===== config.mk =====
export PLATFORM = sky130hd
export DESIGN_NAME = pixel_writer
export DESIGN_NICKNAME = d
export VERILOG_FILES = /design/src/rtl/pixel_writer.sv
export SDC_FILE = /design/constraint.sdc
export NUM_CORES = 1
export LEC_CHECK = 0
export ABC_AREA = 1
export CAP_MARGIN = 0
export CORE_ASPECT_RATIO = 0.6
export CORE_MARGIN = 2
export CORE_UTILIZATION = 40
export DETAILED_ROUTE_END_ITERATION = 10
export DONT_BUFFER_PORTS = 1
export PLACE_DENSITY = 0.63
export SYNTH_ARGS = -nofsm -noshare
export SYNTH_HDL_FRONTEND = slang
export SYNTH_SLANG_ARGS = --single-unit

===== constraint.sdc =====
create_clock -name clk -period 3.2 [get_ports clk]
set_clock_uncertainty 0.1 [all_clocks]
set_input_delay 0.48 -clock clk [delete_from_list [all_inputs] [get_ports clk]]
set_output_delay 0.48 -clock clk [all_outputs]
set_load 0.005 [all_outputs]

===== src/rtl/pixel_writer.sv =====
// pixel_writer: video output stage behind the DPU.
// Pixel commands {X, Y, Colour} are queued in a small FIFO. A three-state
// engine then pops each command and either drops it when it is off-screen
// (counting it in clip_cnt) or writes its colour to the framebuffer through
// a request/acknowledge port. The FIFO lets the DPU keep issuing pixels
// while the memory stalls.
module pixel_writer #(
  parameter int FIFO_DEPTH = 4,
  parameter int SCREEN_W   = 160,
  parameter int SCREEN_H   = 120,
  parameter int ADDR_W     = 15
) (
  input  logic              clk,
  input  logic              rst_n,
  input  logic [23:0]       Kbus,
  input  logic              pix_valid,
  output logic              pix_ready,
  output logic [ADDR_W-1:0] fb_addr,
  output logic [7:0]        fb_data,
  output logic              fb_we,
  input  logic              fb_ack,
  output logic              busy,
  output logic [7:0]        clip_cnt
);

  localparam int PTR_W = (FIFO_DEPTH > 1) ? $clog2(FIFO_DEPTH) : 1;
  localparam logic [PTR_W:0] DEPTH_C = (PTR_W + 1)'(FIFO_DEPTH);

  localparam logic [1:0] IDLE  = 2'd0;
  localparam logic [1:0] CHECK = 2'd1;
  localparam logic [1:0] WRITE = 2'd2;

  logic [23:0]       mem [FIFO_DEPTH];
  logic [PTR_W-1:0]  wr_ptr;
  logic [PTR_W-1:0]  rd_ptr;
  logic [PTR_W:0]    count;
  logic [1:0]        state;
  logic [23:0]       hold;
  logic              full;
  logic              empty;
  logic              push;
  logic              pop;
  logic [7:0]        hold_x;
  logic [7:0]        hold_y;
  logic              out_of_range;
  logic [ADDR_W-1:0] addr_calc;

  assign full      = (count == DEPTH_C);
  assign empty     = (count == '0);
  assign pix_ready = ~full;
  assign push      = pix_valid & ~full;
  assign pop       = (state == IDLE) & ~empty;
  assign busy      = ~empty | (state != IDLE);

  assign hold_x       = hold[23:16];
  assign hold_y       = hold[15:8];
  assign out_of_range = (32'(hold_x) >= 32'(SCREEN_W)) || (32'(hold_y) >= 32'(SCREEN_H));
  assign addr_calc    = ADDR_W'(hold_y) * ADDR_W'(SCREEN_W) + ADDR_W'(hold_x);

  // FIFO storage: payload only, so it needs no reset.
  always_ff @(posedge clk) begin
    if (push) begin
      mem[wr_ptr] <= Kbus;
    end
  end

  // FIFO pointers and fill count; full blocks push, so push+pop never happens at full.
  always_ff @(posedge clk or negedge rst_n) begin
    if (!rst_n) begin
      wr_ptr <= '0;
      rd_ptr <= '0;
      count  <= '0;
    end else begin
      if (push) begin
        wr_ptr <= wr_ptr + PTR_W'(1);
      end
      if (pop) begin
        rd_ptr <= rd_ptr + PTR_W'(1);
      end
      case ({push, pop})
        2'b10:   count <= count + (PTR_W + 1)'(1);
        2'b01:   count <= count - (PTR_W + 1)'(1);
        default: count <= count;
      endcase
    end
  end

  // Engine: pop a command, clip or issue the write, then hold the request until acknowledged.
  always_ff @(posedge clk or negedge rst_n) begin
    if (!rst_n) begin
      state    <= IDLE;
      hold     <= '0;
      fb_we    <= 1'b0;
      fb_addr  <= '0;
      fb_data  <= '0;
      clip_cnt <= '0;
    end else begin
      case (state)
        IDLE: begin
          if (pop) begin
            hold  <= mem[rd_ptr];
            state <= CHECK;
          end
        end
        CHECK: begin
          if (out_of_range) begin
            if (clip_cnt != 8'hFF) begin
              clip_cnt <= clip_cnt + 8'd1;
            end
            state <= IDLE;
          end else begin
            fb_addr <= addr_calc;
            fb_data <= hold[7:0];
            fb_we   <= 1'b1;
            state   <= WRITE;
          end
        end
        WRITE: begin
          if (fb_ack) begin
            fb_we <= 1'b0;
            state <= IDLE;
          end
        end
        default: begin
          fb_we <= 1'b0;
          state <= IDLE;
        end
      endcase
    end
  end

endmodule


# Yosys cells after proc, flatten, opt, wreduce, memory -nomap -nowiden
# Memories as Yosys holds them, arrays and structs flattened. A register that Yosys moved wholly into a read port is not among the register bits.
# Index checks and enable logic that the tools add are counted.
op_classes:
  n_addsub: 6
  multipliers: 1
  order_cmp: 2
  n_eq_ne: 9
  mux: 10
  bitwise: 7
  reduce_logical: 11
op_table:
  columns: ["cell", "n"]
  rows:
  - ["$add 15x8->15", 1]
  - ["$mul 8x3->10 const B", 1]
  - ["$add 8x1->8 const B", 1]
  - ["$ge 8x7->1 const B", 1]
  - ["$ge 8x8->1 const B", 1]
  - ["$ne 8x8->1 const B", 1]
  - ["$mux 2", 3]
  - ["$ne 2x2->1 const B", 3]
  - ["$pmux 2 s3", 1]
  - ["$pmux 3 s2", 1]
  - ["$reduce_and 2->1", 3]
  - ["$reduce_and 3->1", 2]
  - ["$add 2x1->2 const B", 2]
  - ["$eq 2x1->1 const B", 2]
  - ["$eq 2x2->1 const B", 2]
  - ["$mux 1", 4]
  - ["$not 1->1", 4]
  - ["$reduce_bool 2->1", 2]
  - ["$add 3x1->3 const B", 1]
  - ["$eq 3x3->1 const B", 1]
  - ["$logic_not 3->1", 1]
  - ["$pmux 1 s3", 1]
  - ["$sub 3x1->3 const B", 1]
  - ["$and 1x1->1", 2]
  - ["4 further kinds", 4]
word_totals:
  register_bits: 41
  ramBits: 96
  out_inout_bits: 34
  wordCells: 55
  memories: 1
mem_list:
  columns: ["memory", "depth", "width", "read_ports", "rd_ports_with_merged_regs", "wr", "line_no", "rtl"]
  rows:
  - ["mem", 4, 24, 1, 1, 1, "33", "logic [23:0] mem [FIFO_DEPTH];"]

# Logic depth before layout (Yosys ltp)
# Gate-level depths: netlist (run 1).
logic_depth:
  ltp_word: 5
  depth_mapped: 13
  ltp_nobuf: 13

# Least setup slack after synthesis (run 1)
# OpenSTA, ideal clock, no wires.
synth_timing:
  path_kind: "register -> register"
  start: "reg count[0]"
  end: "mem mem[0][0], enable pin"
  setup_ns: 0.405
  arrival_time_ns: 1.755
  path_slack_ns: 0.940
  path_stages_with_launch: 5
  cell_sequence: "dfrtp_1 -> inv_1 -> nand3_1 -> nand2_1 -> nor2_1"
synth_between:
  elab_chain_cells: 5
synth_rtl:
  columns: ["item", "line_no", "rtl"]
  rows:
  - ["from (decl)", "36", "logic [PTR_W:0] count;"]
  - ["from (signal assigned)", "81", "2'b10: count <= count + (PTR_W + 1)'(1);"]
  - ["from (signal assigned)", "82", "2'b01: count <= count - (PTR_W + 1)'(1);"]
  - ["from (signal assigned)", "83", "default: count <= count;"]
  - ["$eq 3x3->1", "48", "assign full = (count == DEPTH_C);"]
  - ["$not 1->1", null, null]
  - ["via pix_ready", "17", "output logic pix_ready,"]
  - ["$and 1x1->1", "51", "assign push = pix_valid & ~full;"]
  - ["$mux 1", "62", "if (push) begin"]
  - ["$mux 1 (implied by the code)", "63", "mem[wr_ptr] <= Kbus;"]
  - ["to (decl)", "33", null]
# The timed path passes the listed nets, and every way through them passes these cells.

# Final worst setup path (run 1)
layout_timing:
  start: "reg hold[11] (read register of mem)"
  end: "reg fb_addr[14]"
layout_between:
  elab_chain_cells: 4
  elab_cells_between_ends: 6
  classes_between: "add/sub (1); mul (1); order compare (1); bitwise (1); reduce/logical (2)"
layout_rtl:
  columns: ["item", "line_no", "rtl"]
  rows:
  - ["from (decl)", "38", "logic [23:0] hold;"]
  - ["parallel branches: the longest is 4 deep, another holds $add 15x8->15", null, null]
  - ["to (signal assigned)", "112", "fb_addr <= addr_calc;"]
  - ["to (decl)", "18", "output logic [ADDR_W-1:0] fb_addr,"]
# Several ways; the timed one is not identified.
# A chain may end at the register's enable or synchronous reset.

==> flow_metrics.env, run 1 <==
export IMPL_status="complete, no violations"
export IMPL_synth_edff_count=96
export IMPL_die_area_sq_mm=0.01813
export IMPL_multi_input_area_sq_mm=0.002018
export IMPL_synth_cell_types=26
export IMPL_swShare_pct=41.20
export IMPL_wire_per_inst_microns=16.04
export IMPL_hpwl_mm=9.202
export IMPL_ant_nets=0
export IMPL_synth_most_common_cell="nor2_1"
export IMPL_portBuffers=0
export IMPL_reg2regPathDepth=11
export IMPL_final_layout_size_suffix_gt1_share_pct=8.050
export IMPL_synth_largest_area_cell="edfxtp_1"
export IMPL_holdPathStages=0
export IMPL_path_cells="ha_1, ha_1, fa_1, xor2_1, inv_1, nor2_1, nand2_1, nor2_1, nand3_1, nand3_1, nand2_1"
export IMPL_h_tree_depth=4
export IMPL_path_clk_slew_ns=0.08
export IMPL_p_clk_share_pct=22.7
export IMPL_ir_drop_mv=0.4985
export IMPL_synthTopCellsByArea="edfxtp_1, dfrtp_1, nor2_1, nand2_1, o21ai_0"
export IMPL_synth_xor_area_share_pct=1.928
export IMPL_tightest_slew_ns=0.4902
export IMPL_p_leak_nw=3.137
export IMPL_p_sw_mw=3.588
export IMPL_synth_top_family_by_area="simple AND/OR/NAND/NOR gates"
export IMPL_synthCells=625
export IMPL_synth_compound_area_share_pct=8.208
export IMPL_die_h_microns=105.1
export IMPL_clock_sinks=161
export IMPL_final_hold_viol_count=0
export IMPL_grt_pass1_vias=4310
export IMPL_rsz0062_at_grt="no"
export IMPL_num_rows=36
export IMPL_finalWorstPathRequiredPeriod_ns=2.467
export IMPL_gr_usage_all_layers_pct=16.53
export IMPL_ys_seq_elements=161
export IMPL_cts_root_buf="clkbuf_16"
export IMPL_cts_setup_buffers=0
export IMPL_setup_viol=0
export IMPL_coreArea_sq_mm=0.01644
export IMPL_start_util_pct=41.45
export IMPL_cts_path_max_buffers=2
export IMPL_async_flop_share_pct=40.37
export IMPL_grt_pass1_wl_mm=23.14
export IMPL_final_setup_tns_ns=0
export IMPL_antenna_found_initial=0
export IMPL_diodes=0
export IMPL_seqPwrFrac_pct=37.4
export IMPL_muxShareOfSynthArea_pct=0
export IMPL_fin_crit_sh_pct=77.09
export IMPL_cp_required_ns=3.40
export IMPL_register_area_sq_mm=0.004509
export IMPL_fillerInstances=1459
export IMPL_grt_max_degree=66
export IMPL_slew_violations=0
export IMPL_drt_iter0_markers=222
export IMPL_final_area_sq_mm=0.007702
export IMPL_cpMaxStageDelayCell="fa_1"
export IMPL_drt_pass1_iterations=5
export IMPL_syn_area_per_cell_sq_um=10.90
export IMPL_synth_seq_area_share_pct=66.18
export IMPL_synthSimpleGateAreaFrac_pct=14.60
export IMPL_post_drt_via_cell_ratio=4.848
export IMPL_startpoint_type="flip-flop"
export IMPL_synth_cell_area_sq_mm=0.006814
export IMPL_internal_power_mw=5.121
export IMPL_max_freq_mhz=405.4
export IMPL_placed_area_sq_mm=0.007079
export IMPL_cp_end_kind="flip-flop"
export IMPL_powerDensity_mw_per_mm2=1131
export IMPL_clock_latency_ns=0.41
export IMPL_synthFlopType="edfxtp_1"
export IMPL_num_vias=4237
export IMPL_cts_tree="yes"
export IMPL_nNetsFinal=685
export IMPL_pin_count=62
export IMPL_cts_buffers=17
export IMPL_yosysTopAreaCellShare_pct=42.31
export IMPL_hold_class="input pin to flip-flop"
export IMPL_place_gp_congestion=0.7939
export IMPL_slew_headroom_pct=67.32
export IMPL_comb_power_share_pct=39.9
export IMPL_critPathMaxFanout=4
export IMPL_area_growth_pct=13.04
export IMPL_synth_fp_nets=677
export IMPL_grt_ovfl_total=0
export IMPL_whs_ns=0.04854
export IMPL_drv_cap=0
export IMPL_die_w_microns=172.5
export IMPL_synthAdderAreaFrac_pct=4.737
export IMPL_worstSetupPathType="flip-flop to flip-flop"
export IMPL_synth_common_cells="nor2_1, nand2_1, edfxtp_1"
export IMPL_synth_warnings=0
export IMPL_drc=0
export IMPL_crit_arrival_ns=2.66
export IMPL_cpPeakStageDelay_ns=0.43
export IMPL_wl_mm=14.02
-- power groups by stage --
stage | Sequential [mW] | Combinational, mW | Clock [mW]
4_1_cts | 3.27 | 3.49 | 2.02
3_5_place_dp | 3.31 | 3.44 | 0
3_3_place_gp | 3.28 | 3.36 | 0
2_1_floorplan | 3.17 | 2.67 | 0
5_1_grt | 3.34 | 4.02 | 2.11
6_report | 3.26 | 3.47 | 1.98
-- critical path, delay by kind of cell (launching register included) --
family        cells  cell delay [ns]
simple gates      6             0.52
xor+xnor          1             0.25
flops             1             0.42
buf+inv           1             0.09
fa+ha+maj         3             0.98
-- cell usage in the layout, fill, tap and decap left out, types with 12 or more instances in the layout --
cell / count
nor2_1: 110
a31oi_1: 17
dfrtp_1: 65
ha_1: 21
inv_1: 47
clkbuf_16: 17
edfxtp_1: 96
nand3_1: 18
o21ai_0: 73
buf_4: 12
nand2_1: 101
-- metal layers --
metal  track usage (%)  vias up  share of wire [%]
met1             23.00     1985                 49
met5                 0        -                  0
met3             6.405        4                9.5
met4             4.579        0               0.38
met2             24.04      114                 41
li1                  -     2134                  -
-- metrics by stage --
step	instances	setup WS, ns	power (mW)	util, %
floorplan	625	0.9397	5.836	-
global placement	840	0.8561	6.640	43.06
detailed placement	840	0.7597	6.754	43.06
CTS	874	0.7438	8.770	46.85
global route	874	0.5102	9.461	46.85
finish	874	0.7332	8.709	46.85
-- timing repair --
action	in CTS	in global routing
resized for setup	0	0
hold buffers	2	0
endpoints found under the hold margin	65	0
-- state kept, by name (all words and copies together), names as in the netlist --
signal / count
clip_cnt: 8
count: 3
fb_addr: 15
fb_data: 8
fb_we: 1
hold: 24
mem: 96
rd_ptr: 2
state: 2
wr_ptr: 2
-- final timing paths --
kind                          endpoint     start  slack [ns]
min reg2reg                   count[0]  count[0]        0.38
max                        fb_addr[14]  hold[11]        0.73
min in group asynchronous     hold[17]     rst_n        0.55
max reg2reg                fb_addr[14]  hold[11]        0.73
max in group asynchronous     hold[10]     rst_n        2.15
min                         mem[0][20]  Kbus[20]        0.05
-- cell type report --
class,count,area share (%)
clock buffers,17,5.523
clock inverters,15,2.079
inverters,47,2.290
multi-input cells,392,26.20
flip-flops and latches,161,58.54
well taps,228,3.704
repair buffers,14,1.657
-- kinds of logic (layout without fill, tap and decap cells) --
kind of cell,Yosys count,count (layout)
compound gates,105,105
buf+inv,72,93
fa+ha+maj,24,24
flops,161,161
simple gates,248,248
xor+xnor,15,15
No activity file was read; power rests on OpenSTA's default activity.
==> run 2, diff against run 1 <==
- PLACE_DENSITY: 0.63 -> 0.65
- clock period: 3.2 -> 2.22 ns (I/O delays scaled with it)
==> run 2 against run 1 <==
  * The run now ends with negative setup slack left
  * Cell count rose by 4.3%
  * Sequential power up 44%
  * Combinational power grew 65%
  * Sequential cell count stayed put
  * Core utilization grew 2.4 points
  * Clock power grew 43%
  * Clock-buffer cell count increased by 1
  * Critical path depth down 1
  * Final area is 5.1% higher
  * Via count increased by 6.6%
  * Hold slack gained 0.0084 ns
  * Routed wire length increased by 5.8%
  * Largest cell class unchanged
  * Largest power group unchanged
  * Highest routed layer is now met5
==> flow_metrics.env, run 2 (synthesized netlist as in run 1, its figures left out) <==
export IMPL_status="finished, violations left"
export IMPL_violations="negative setup slack"
export IMPL_r2r_end="fb_addr[13]"
export IMPL_gr_usage_all_layers_pct=16.91
export IMPL_dp_cells=850
export IMPL_cts_buffers=17
export IMPL_largest_reg_flops=96
export IMPL_grt_ovfl_total=0
export IMPL_slew_violations=0
export IMPL_fillerInstances=1440
export IMPL_fin_cells=912
export IMPL_wire_per_inst_microns=16.26
export IMPL_cts_root_buf="clkbuf_16"
export IMPL_holdPathStages=2
export IMPL_grt_max_degree=66
export IMPL_hold_class="input pin to flip-flop"
export IMPL_h_tree_depth=4
export IMPL_ant_nets=0
export IMPL_cts_path_max_buffers=2
export IMPL_num_vias=4518
export IMPL_cp_required_ns=2.42
export IMPL_crit_arrival_ns=2.46
export IMPL_cts_tree="yes"
export IMPL_critPathCapture="fb_addr[13]"
export IMPL_die_w_microns=172.5
export IMPL_fin_crit_sh_pct=101.8
export IMPL_grt_pass1_wl_mm=23.63
export IMPL_coreArea_sq_mm=0.01644
export IMPL_reg2regPathDepth=10
export IMPL_finalWorstPathRequiredPeriod_ns=2.260
export IMPL_num_rows=36
export IMPL_place_gp_congestion=0.8203
export IMPL_die_area_sq_mm=0.01813
export IMPL_area_growth_pct=18.77
export IMPL_die_h_microns=105.1
export IMPL_powerDensity_mw_per_mm2=1638
export IMPL_placed_area_sq_mm=0.007167
export IMPL_worstSetupPathType="flip-flop to flip-flop"
export IMPL_cpPeakStageDelay_ns=0.53
export IMPL_final_area_sq_mm=0.008093
export IMPL_slew_headroom_pct=61.63
export IMPL_total_power_mw=13.25
export IMPL_regToRegSetupSlack_ns=-0.04
export IMPL_start_util_pct=41.45
export IMPL_path_cells="ha_1, ha_2, fa_2, nand2_1, inv_2, o211ai_1, nor2_2, nand3_1, nand3_1, nand2_1"
export IMPL_post_drt_via_cell_ratio=4.954
export IMPL_final_common_cell="nor2_1"
export IMPL_startpoint_type="flip-flop"
export IMPL_cpMaxStageDelayCell="fa_2"
export IMPL_pin_count=62
export IMPL_drc=0
export IMPL_antenna_found_initial=3
export IMPL_clock_sinks=161
export IMPL_fin_ws_ns=-0.03961
export IMPL_grt_pass1_vias=4440
export IMPL_cp_startpoint="hold[11]"
export IMPL_drv_cap=0
export IMPL_cp_end_kind="flip-flop"
export IMPL_critPathMaxFanout=3
export IMPL_p_leak_nw=3.282
export IMPL_ir_drop_mv=0.7377
export IMPL_drt_pass1_iterations=5
export IMPL_hpwl_mm=9.502
export IMPL_final_hold_viol_count=0
export IMPL_clock_latency_ns=0.42
export IMPL_nNetsFinal=721
export IMPL_largestRegisters="mem: 96 flops, hold: 24 flops, fb_addr: 15 flops"
export IMPL_top_register="mem"
export IMPL_whs_ns=0.05693
export IMPL_wl_mm=14.83
export IMPL_layout_common_cells="nor2_1, nand2_1, edfxtp_1"
export IMPL_path_clk_slew_ns=0.07
export IMPL_drt_iter0_markers=354
export IMPL_rsz0062_at_grt="yes"
export IMPL_tightest_slew_ns=0.5750
export IMPL_max_freq_mhz=442.6
export IMPL_portBuffers=0
export IMPL_final_layout_size_suffix_gt1_share_pct=11.44
export IMPL_r2r_start="hold[11]"
export IMPL_setup_viol=3
[run 2: cell types whose count changed in the layout (fill, tap and decap cells not counted), sizes merged]
cell and delta:
diode +2, dlygate4sd3 +24, clkbuf +1, clkinv -2, clkinvlp +1, inv -1, buf +12, bufinv +1
[run 2: layer usage]
layer  routed length (microns)  GRT usage (%)  up-vias
li1                          -              -     2209
met1                      7285          24.04     2155
met2                      6332          24.93      129
met3                      1001          4.694       23
met4                       200          5.800        2
met5                        13              0        -
[run 2: worst max-delay path: cells and delay by family, from the launching register on]
kind,cells,cell delay (ns)
AOI/OAI and AO/OA,1,0.14
adders and majority gates,3,1.00
buffers and inverters,1,0.07
DFF,1,0.40
and+or+nand+nor,5,0.44
[run 2: what timing repair did]
item | in CTS | in global routing
setup endpoints to repair | 4 | 6
hold buffers | 26 | 0
buffers inserted | 1 | 1
gates resized for setup | 7 | 15
endpoints found under the hold margin | 161 | 0
pin swaps | 1 | 2
[run 2: per-stage QoR]
step	setup TNS [ns]	utilization, %	setup WS (ns)
3_3_place_gp	-0.09981	43.59	-0.05249
6_report	-0.07834	49.22	-0.03961
4_1_cts	-0.04012	48.91	-0.02186
5_1_grt	-0.5443	49.21	-0.1655
2_1_floorplan	-3.866	-	-0.04028
3_5_place_dp	-0.2720	43.59	-0.1007
[run 2: layout make-up]
cell class / count / area [sq um] / area share (%)
multi-input cells: 392 / 2077 / 25.66
clock inverters: 14 / 140.1 / 1.732
flip-flops and latches: 161 / 4509 / 55.72
inverters: 47 / 176.4 / 2.180
clock buffers: 18 / 429.2 / 5.303
well taps: 228 / 285.3 / 3.525
diodes: 2 / 5.005 / 0.06184
repair buffers: 50 / 470.5 / 5.813
[run 2: report_power, final]
group	internal [mW]	switching, mW
Combinational	2.13	3.61
Clock	1.58	1.25
Sequential	4.15	0.530
[run 2: worst min path at each step]
| stage | start | to | slack [ns] |
|---|---|---|---|
| after floorplan | rst_n | clip_cnt[0] | -0.06 |
| after detailed placement | rst_n | fb_data[6] | -0.06 |
| after global placement | rst_n | fb_we | -0.06 |
| after CTS | fb_ack | state[1] | 0.05 |
| final | fb_ack | state[1] | 0.06 |
| after global routing | fb_ack | state[1] | 0.06 |
